<file path="config.mk">
export PLATFORM = sky130hd
export DESIGN_NAME = trap_ctrl
export DESIGN_NICKNAME = d
export VERILOG_FILES = /design/src/rtl/trap_ctrl_pkg.sv /design/src/rtl/trap_ctrl.sv
export SDC_FILE = /design/constraint.sdc
export NUM_CORES = 1
export LEC_CHECK = 0
export ABC_AREA = 1
export BUFFER_PORTS_ARGS = -buffer_cell sky130_fd_sc_hd__buf_2
export CAP_MARGIN = 15
export CORE_MARGIN = 5
export CORE_UTILIZATION = 45
export CTS_BUF_LIST = sky130_fd_sc_hd__clkbuf_4 sky130_fd_sc_hd__clkbuf_8 sky130_fd_sc_hd__clkbuf_16
export CTS_CLUSTER_DIAMETER = 60
export DETAILED_ROUTE_END_ITERATION = 8
export GPL_TIMING_DRIVEN = 0
export HOLD_SLACK_MARGIN = 0.15
export PLACE_DENSITY_LB_ADDON = 0.15
export SYNTH_ARGS = -nofsm -noshare
export SYNTH_HDL_FRONTEND = slang
export SYNTH_SLANG_ARGS = --single-unit
</file>
<file path="constraint.sdc">
create_clock -name clk -period 1.96 [get_ports clk]
set_clock_uncertainty 0.15 [all_clocks]
set_input_delay 0.098 -clock clk [delete_from_list [all_inputs] [get_ports clk]]
set_output_delay 0.098 -clock clk [all_outputs]
set_load 0.05 [all_outputs]
</file>
<file path="src/rtl/trap_ctrl_pkg.sv">
// Shared constants for the machine-mode trap controller: CSR addresses,
// mstatus field positions and the sequencer state encoding.
package trap_ctrl_pkg;

    localparam int unsigned CSR_ADDR_W = 12;

    localparam logic [CSR_ADDR_W-1:0] CSR_MSTATUS = 12'h300;
    localparam logic [CSR_ADDR_W-1:0] CSR_MTVEC   = 12'h305;
    localparam logic [CSR_ADDR_W-1:0] CSR_MEPC    = 12'h341;
    localparam logic [CSR_ADDR_W-1:0] CSR_MCAUSE  = 12'h342;
    localparam logic [CSR_ADDR_W-1:0] CSR_MTVAL   = 12'h343;

    localparam int unsigned MSTATUS_MIE    = 3;
    localparam int unsigned MSTATUS_MPIE   = 7;
    localparam int unsigned MSTATUS_MPP_LO = 11;
    localparam int unsigned MSTATUS_MPP_HI = 12;

    // Trap entry walks T_*, mret walks R_*; the last state of each is the redirect.
    typedef enum logic [2:0] {
        IDLE    = 3'd0,
        T_EPC   = 3'd1,
        T_CAUSE = 3'd2,
        T_TVAL  = 3'd3,
        T_STAT  = 3'd4,
        T_VEC   = 3'd5,
        R_STAT  = 3'd6,
        R_EPC   = 3'd7
    } trap_state_e;

endpackage

</file>
<file path="src/rtl/trap_ctrl.sv">
// Machine-mode trap entry / mret sequencer. Owns the CSR write port while
// busy, performs one CSR access per cycle and ends with a PC redirect.
// Outputs are decoded combinationally from state, latched trap data and rd.
module trap_ctrl
    import trap_ctrl_pkg::*;
#(
    parameter int unsigned XLEN    = 32,
    parameter int unsigned CAUSE_W = 4
) (
    input  logic                  clk,
    input  logic                  rst,
    input  logic                  exc_req,
    input  logic [CAUSE_W-1:0]    exc_cause,
    input  logic [XLEN-1:0]       exc_pc,
    input  logic [XLEN-1:0]       exc_tval,
    input  logic                  mret,
    output logic                  busy,
    output logic                  csr_w,
    output logic [CSR_ADDR_W-1:0] csr,
    output logic [XLEN-1:0]       wd,
    input  logic [XLEN-1:0]       rd,
    output logic                  redirect,
    output logic [XLEN-1:0]       redirect_pc
);

    trap_state_e        state_q, state_d;
    logic [CAUSE_W-1:0] cause_q, cause_d;
    logic [XLEN-1:0]    pc_q,    pc_d;
    logic [XLEN-1:0]    tval_q,  tval_d;

    // Trap entry: stash MIE into MPIE, disable interrupts, record M-mode as previous.
    function automatic logic [XLEN-1:0] mstatus_enter(input logic [XLEN-1:0] s);
        logic [XLEN-1:0] r;
        r                                 = s;
        r[MSTATUS_MPIE]                   = s[MSTATUS_MIE];
        r[MSTATUS_MIE]                    = 1'b0;
        r[MSTATUS_MPP_HI:MSTATUS_MPP_LO]  = 2'b11;
        return r;
    endfunction

    // mret: restore MIE from MPIE, set MPIE, stay in M-mode.
    function automatic logic [XLEN-1:0] mstatus_return(input logic [XLEN-1:0] s);
        logic [XLEN-1:0] r;
        r                                 = s;
        r[MSTATUS_MIE]                    = s[MSTATUS_MPIE];
        r[MSTATUS_MPIE]                   = 1'b1;
        r[MSTATUS_MPP_HI:MSTATUS_MPP_LO]  = 2'b11;
        return r;
    endfunction

    // Target PCs are forced to 4-byte alignment (mtvec mode bits dropped).
    function automatic logic [XLEN-1:0] align_pc(input logic [XLEN-1:0] a);
        return a & ~XLEN'(3);
    endfunction

    // State and latched trap data registers.
    always_ff @(posedge clk) begin
        if (rst) begin
            state_q <= IDLE;
            cause_q <= '0;
            pc_q    <= '0;
            tval_q  <= '0;
        end else begin
            state_q <= state_d;
            cause_q <= cause_d;
            pc_q    <= pc_d;
            tval_q  <= tval_d;
        end
    end

    // Next-state and CSR port decode; reset forces the IDLE output values.
    always_comb begin
        state_d     = state_q;
        cause_d     = cause_q;
        pc_d        = pc_q;
        tval_d      = tval_q;
        busy        = 1'b0;
        csr_w       = 1'b0;
        csr         = '0;
        wd          = '0;
        redirect    = 1'b0;
        redirect_pc = '0;

        unique case (state_q)
            IDLE: begin
                if (exc_req) begin
                    state_d = T_EPC;
                    cause_d = exc_cause;
                    pc_d    = exc_pc;
                    tval_d  = exc_tval;
                end else if (mret) begin
                    state_d = R_STAT;
                end
            end
            T_EPC: begin
                busy    = 1'b1;
                csr     = CSR_MEPC;
                csr_w   = 1'b1;
                wd      = pc_q;
                state_d = T_CAUSE;
            end
            T_CAUSE: begin
                busy    = 1'b1;
                csr     = CSR_MCAUSE;
                csr_w   = 1'b1;
                wd      = XLEN'(cause_q);
                state_d = T_TVAL;
            end
            T_TVAL: begin
                busy    = 1'b1;
                csr     = CSR_MTVAL;
                csr_w   = 1'b1;
                wd      = tval_q;
                state_d = T_STAT;
            end
            T_STAT: begin
                busy    = 1'b1;
                csr     = CSR_MSTATUS;
                csr_w   = 1'b1;
                wd      = mstatus_enter(rd);
                state_d = T_VEC;
            end
            T_VEC: begin
                busy        = 1'b1;
                csr         = CSR_MTVEC;
                redirect    = 1'b1;
                redirect_pc = align_pc(rd);
                state_d     = IDLE;
            end
            R_STAT: begin
                busy    = 1'b1;
                csr     = CSR_MSTATUS;
                csr_w   = 1'b1;
                wd      = mstatus_return(rd);
                state_d = R_EPC;
            end
            R_EPC: begin
                busy        = 1'b1;
                csr         = CSR_MEPC;
                redirect    = 1'b1;
                redirect_pc = align_pc(rd);
                state_d     = IDLE;
            end
            default: begin
                state_d = IDLE;
            end
        endcase

        // Abort mid-sequence: no further writes or redirect once rst is seen.
        if (rst) begin
            busy        = 1'b0;
            csr_w       = 1'b0;
            csr         = '0;
            wd          = '0;
            redirect    = 1'b0;
            redirect_pc = '0;
        end
    end

endmodule

</file>
=== Word level (Yosys, flattened, before mapping) ===
Cells that the tools add are included.

* Equality and inequality tests: 8
* Mux-type cells: 15
* Reductions and logical operators: 7

{| class="wikitable"
|+ Operator list
! cell !! number
|-
| 32-bit one-hot mux with 5 select lines || 1
|-
| 32-bit two-way mux || 3
|-
| 10-bit one-hot mux with 5 select lines || 1
|-
| 3-bit one-hot mux with 7 select lines || 1
|-
| 3-bit == test (second input constant) || 4
|-
| 12-bit two-way mux || 1
|-
| 7-bit OR reduction || 1
|-
| 3-bit by 2-bit == test with 1-bit output (second input constant) || 2
|-
| 1-bit two-way mux || 6
|-
| 3-bit two-way mux || 2
|-
| 2-bit OR reduction || 3
|-
| 5-bit OR reduction || 1
|-
| 3-bit by 1-bit == test with 1-bit output (second input constant) || 1
|-
| 3-bit zero test || 1
|-
| 3-bit inequality test (second input constant) || 1
|-
| 2-bit AND reduction || 1
|}

* Register bits after elaboration: 71
* Input bits: 104
* Output and inout port bits: 79
* Word-level logic and storage cells: 34

=== Logic depth before layout (Yosys ltp) ===
* Depth in word-level cells: 4
* Mapped depth: 8

=== Least setup slack after synthesis ===
OpenSTA, ideal clock, no wires.

* Path type: flip-flop to output port
* Start point: reg state_q[2]
* End point: out csr[2]
* Arrival time: 2.162 ns
* Slack: -0.450 ns
* Stages on the path, launching flop included: 7
* Path through: dfxtp_1 buf_4 nand2_1 nor2_1 inv_2 clkbuf_1 nor2_1

* Word-level cells in the longest chain between the ends: 4

{| class="wikitable"
|+ Ends and longest elaborated chain
! element !! line !! RTL
|-
| start: declaration || trap_ctrl.sv:26 || <nowiki>trap_state_e state_q, state_d;</nowiki>
|-
| start signal: assignment || trap_ctrl.sv:64 || <nowiki>state_q <= state_d;</nowiki>
|-
| 3-bit == test or 3-bit by 1-bit == test with 1-bit output (tied branches) || trap_ctrl.sv:84 || <nowiki>unique case (state_q)</nowiki>
|-
| 2-bit OR reduction (no source line) || n/a ||
|-
| 10-bit one-hot mux with 5 select lines (*) || trap_ctrl.sv:84 ||
|-
| 12-bit two-way mux (*) || trap_ctrl.sv:150 || <nowiki>if (rst) begin</nowiki>
|-
| end: declaration || trap_ctrl.sv:19 || <nowiki>output logic [CSR_ADDR_W-1:0] csr,</nowiki>
|}

Every way passes the cells marked *; elsewhere a longest branch is shown, timed or not.

=== Final worst setup path ===
* Start point: reg state_q[2]
* End point: out wd[9]

* Word-level cells in the longest chain between the ends: 3

{| class="wikitable"
|+ Ends and longest elaborated chain
! element !! line !! RTL
|-
| 3-bit == test (tied with other cells) || trap_ctrl.sv:84 ||
|-
| 32-bit one-hot mux with 5 select lines (*) || trap_ctrl.sv:84 ||
|-
| 32-bit two-way mux (*) || trap_ctrl.sv:150 ||
|-
| end: declaration || trap_ctrl.sv:20 || <nowiki>output logic [XLEN-1:0] wd,</nowiki>
|}

Marks and branches as above.

==> flow_summary_export.csv <==
group,metric,value,unit
route,num_vias,5535,
worst_setup_path,worstPathRequired,1.71,ns
outcome,run_status,"complete, but fails checks",
global_route,grt_pass1_vias,5243,
logic_synthesis,synth_compound_area_share,9.26,%
worst_setup_path,cp_data_arrival_time,1.75,ns
worst_setup_path,cp_num_cells,8,
worst_setup_path,slowest_stage,"dfxtp_4",
final_layout,nFillCells,652,
logic_synthesis,synth_fa_ha_area_share,0,%
place,dp_hpwl,10500,µm
route,ant_nets,0,
worst_setup_path,worst-path-buf-inv,4,
final_layout,nets,1013,
worst_setup_path,worstSetupEndpointType,"output port",
final_layout,fin_area,6690,µm²
logic_synthesis,syn_inst,638,
global_route,grt_max_degree,13,
sta,period_minus_slack,2.00,ns
logic_synthesis,synth_area,4030,µm²
hold_path,hold_path.class,"input pin to register",
final_layout,seqCellArea,1430,µm²
sta,rsz0062_at_grt,"true",
global_route,grt_util_all_layers,27.9,%
route,vias_per_cell,5.41,
logic_synthesis,yosysTopAreaCell,"dfxtp_1",
hold_path,min_delay_path_depth,3,
floorplanning,die_x,105,µm
clocking,cts_tree,"built",
route,finalWirelength,17100,µm
place,place_congestion,0.868,
floorplanning,initial_core_util,46.2,%
floorplanning,num_rows,34,
clocking,clock_sinks,71,
logic_synthesis,synth_mux_area_share,0,%
flow_run,maxCapViolCount,0,
worst_setup_path,max_stage_delay,0.38,ns
clocking,clk_latency,0.36,ns
place,place_area,5050,µm²
worst_setup_path,cp_max_fo,6,
sta,slew_violations,0,
clocking,clk_path_buf_depth,2,
power,powerDensity,760,nW/µm²
logic_synthesis,synth_edf_count,0,
place,dpl.cell_count,925,
final_layout,synthToLayoutAreaGrowth,66.1,%
worst_setup_path,path_class,"register to output port",
final_layout,final_cells,1023,
floorplanning,die-area,10900,µm²
global_route,grt_antenna_before_repair,0,
logic_synthesis,synth-simple-area-share,40.1,%
route,dr.pass1.iters,5,
logic_synthesis,synth_area_leaders,"dfxtp_1, nand2_1, nand4_1, a21oi_1, nand3_1",
floorplanning,coreArea,8720,µm²
clocking,cts-root-buf,"clkbuf_8",
worst_setup_path,critPathLaunchType,"register",
floorplanning,io_pins,183,
logic_synthesis,yosysSeqAreaShare,35.3,%
final_layout,drive_above_1_share,32.4,%
route,wl_per_cell,16.7,µm
logic_synthesis,netlist.area_leader.share,35.3,%
logic_synthesis,synthArstFlopShare,0,%
logic_synthesis,synth.most_common_cell,"nand2_1",
power,peakVddDrop,0.000472,V
global_route,grt_pass1_wl,25100,µm
route,drc_errors,0,
route,drt_first_iter_violations,365,
sta,fin_ws,-0.0427,ns
sta,maxSlewHeadroom,60.9,%
sta,worst_pin_slew,0.586,ns
floorplanning,die_h,105,µm
sta,hold_viol_final,0,
clocking,cts_buffers,9,
worst_setup_path,cp_common_cell,"buf_6",
clocking,clkTransAtPathRegs,0.08,ns
global_route,grt_remaining_overflow,0,
worst_setup_path,crit_chain,"buf_6 -> nor2_4 -> buf_6 -> nand2_2 -> nand3_2 -> nand2_1 -> inv_1 -> buf_6",
logic_synthesis,yosys-top-cells-count,"nand2_1, nand4_1, a21oi_1, dfxtp_1, inv_1",
logic_synthesis,synth_top_flop_cell,"dfxtp_1",
power,p_leak,3.39,nW
logic_synthesis,ys_types,21,
logic_synthesis,syn_avg_cell_area,6.31,µm²
logic_synthesis,synth_top_family_by_area,"simple AND/OR/NAND/NOR gates",
sta,setup_viol_count_final,13,
sta,finalCritPeriodShare,102,%
worst_setup_path,critical_path.top_delay_family,"buffers and inverters",
sta,max_freq,0.499,GHz
clocking,h-tree-depth,3,
worst_setup_path,worstRegToRegCells,6,
outcome,violations,"negative setup slack",
final_layout,multi_input_area,2180,µm²
logic_synthesis,synth_xor_area_share,0,%
logic_synthesis,synth_seq_cells,71,
place,io_buffers,172,
logic_synthesis,yosys_warnings,0,
[registers in the layout, indices dropped and copies added (netlist names)]
name,cells
state_q,3
pc_q,32
tval_q,32
cause_q,4
[power by group]
group	internal [mW]	switching [mW]
Combinational	0.729	1.23
Sequential	1.59	0.0957
Clock	0.857	0.582
Total	3.17	1.91
[tightest hold or removal path, delay by kind of cell]
| kind | cells | cell delay (ns) |
|---|---|---|
| buf+inv | 2 | 0.45 |
| compound gates | 1 | 0.13 |
[per-stage QoR]
step / utilization, % / hold slack (ns) / worst slack (ns) / TNS, ns / total power, mW
floorplan: - / 0.112 / -0.199 / -5.96 / 2.79
detailed placement: 58.0 / 0.232 / 0.0478 / 0 / 3.26
finish: 76.7 / 0.206 / -0.0427 / -0.196 / 5.08
global route: 76.6 / 0.224 / -0.105 / -2.36 / 5.27
global placement: 58.0 / 0.231 / 0.0520 / 0 / 3.23
CTS: 72.4 / 0.191 / 0.000268 / 0 / 4.90
[cell families after synthesis]
group                  after synthesis
DFF                                 71
and+or+nand+nor                    355
other                                1
AOI/OAI and AO/OA                   74
buffers and inverters              137
[layer usage]
layer,global-route usage [%],wire length (µm),up-vias
li1,-,-,2619
met1,32.7,6570,2556
met2,49.2,8580,308
met3,7.71,1500,52
met4,8.86,480,0
met5,0,0,-
[layout by cell type (no fill, tap or decap), types with 2 or more instances in the layout]
cell / count
nor2_2: 3
inv_1: 59
a21oi_1: 71
clkbuf_1: 20
clkbuf_4: 5
clkbuf_8: 9
nor2_1: 40
clkbuf_2: 3
nor2_4: 3
buf_8: 5
dfxtp_1: 68
nand2_1: 153
dfxtp_4: 2
buf_2: 118
nand3_1: 46
nand2_2: 17
buf_6: 51
dlygate4sd3_1: 72
buf_1: 3
conb_1: 8
clkinv_2: 2
nand4_1: 74
bufinv_16: 3
buf_4: 46
nand3_2: 16
inv_2: 8
[area by class of cell]
class,instances,share of cell area (%)
diodes,1,0.0374
flip-flops and latches,71,21.4
clock inverters,6,1.63
plain buffers,69,6.40
multi-input cells,437,32.5
inverters,67,3.76
clock buffers,10,1.97
repair buffers,254,30.2
well taps,108,2.02
[path summary, 6_finish.rpt]
path                                               from                       to  slack (ns)
worst max-delay path            state_q[2]$_SDFFE_PP0P_                    wd[9]       -0.04
worst min-delay path                                rst    pc_q[10]$_SDFFE_PP0P_        0.21
worst max register to register  state_q[1]$_SDFFE_PP0P_    pc_q[14]$_SDFFE_PP0P_        0.07
worst min register to register  tval_q[24]$_SDFFE_PP0P_  tval_q[24]$_SDFFE_PP0P_        0.31
[timing repair]
action | in CTS | in global routing
gates resized for setup | 96 | 126
hold buffers | 73 | 0
cloned | 2 | 2
setup buffers | 2 | 3
hold endpoints to repair | 71 | 0
pin swaps | 2 | 2
setup endpoints to repair | 66 | 70
(Power assumes the default switching activity.)
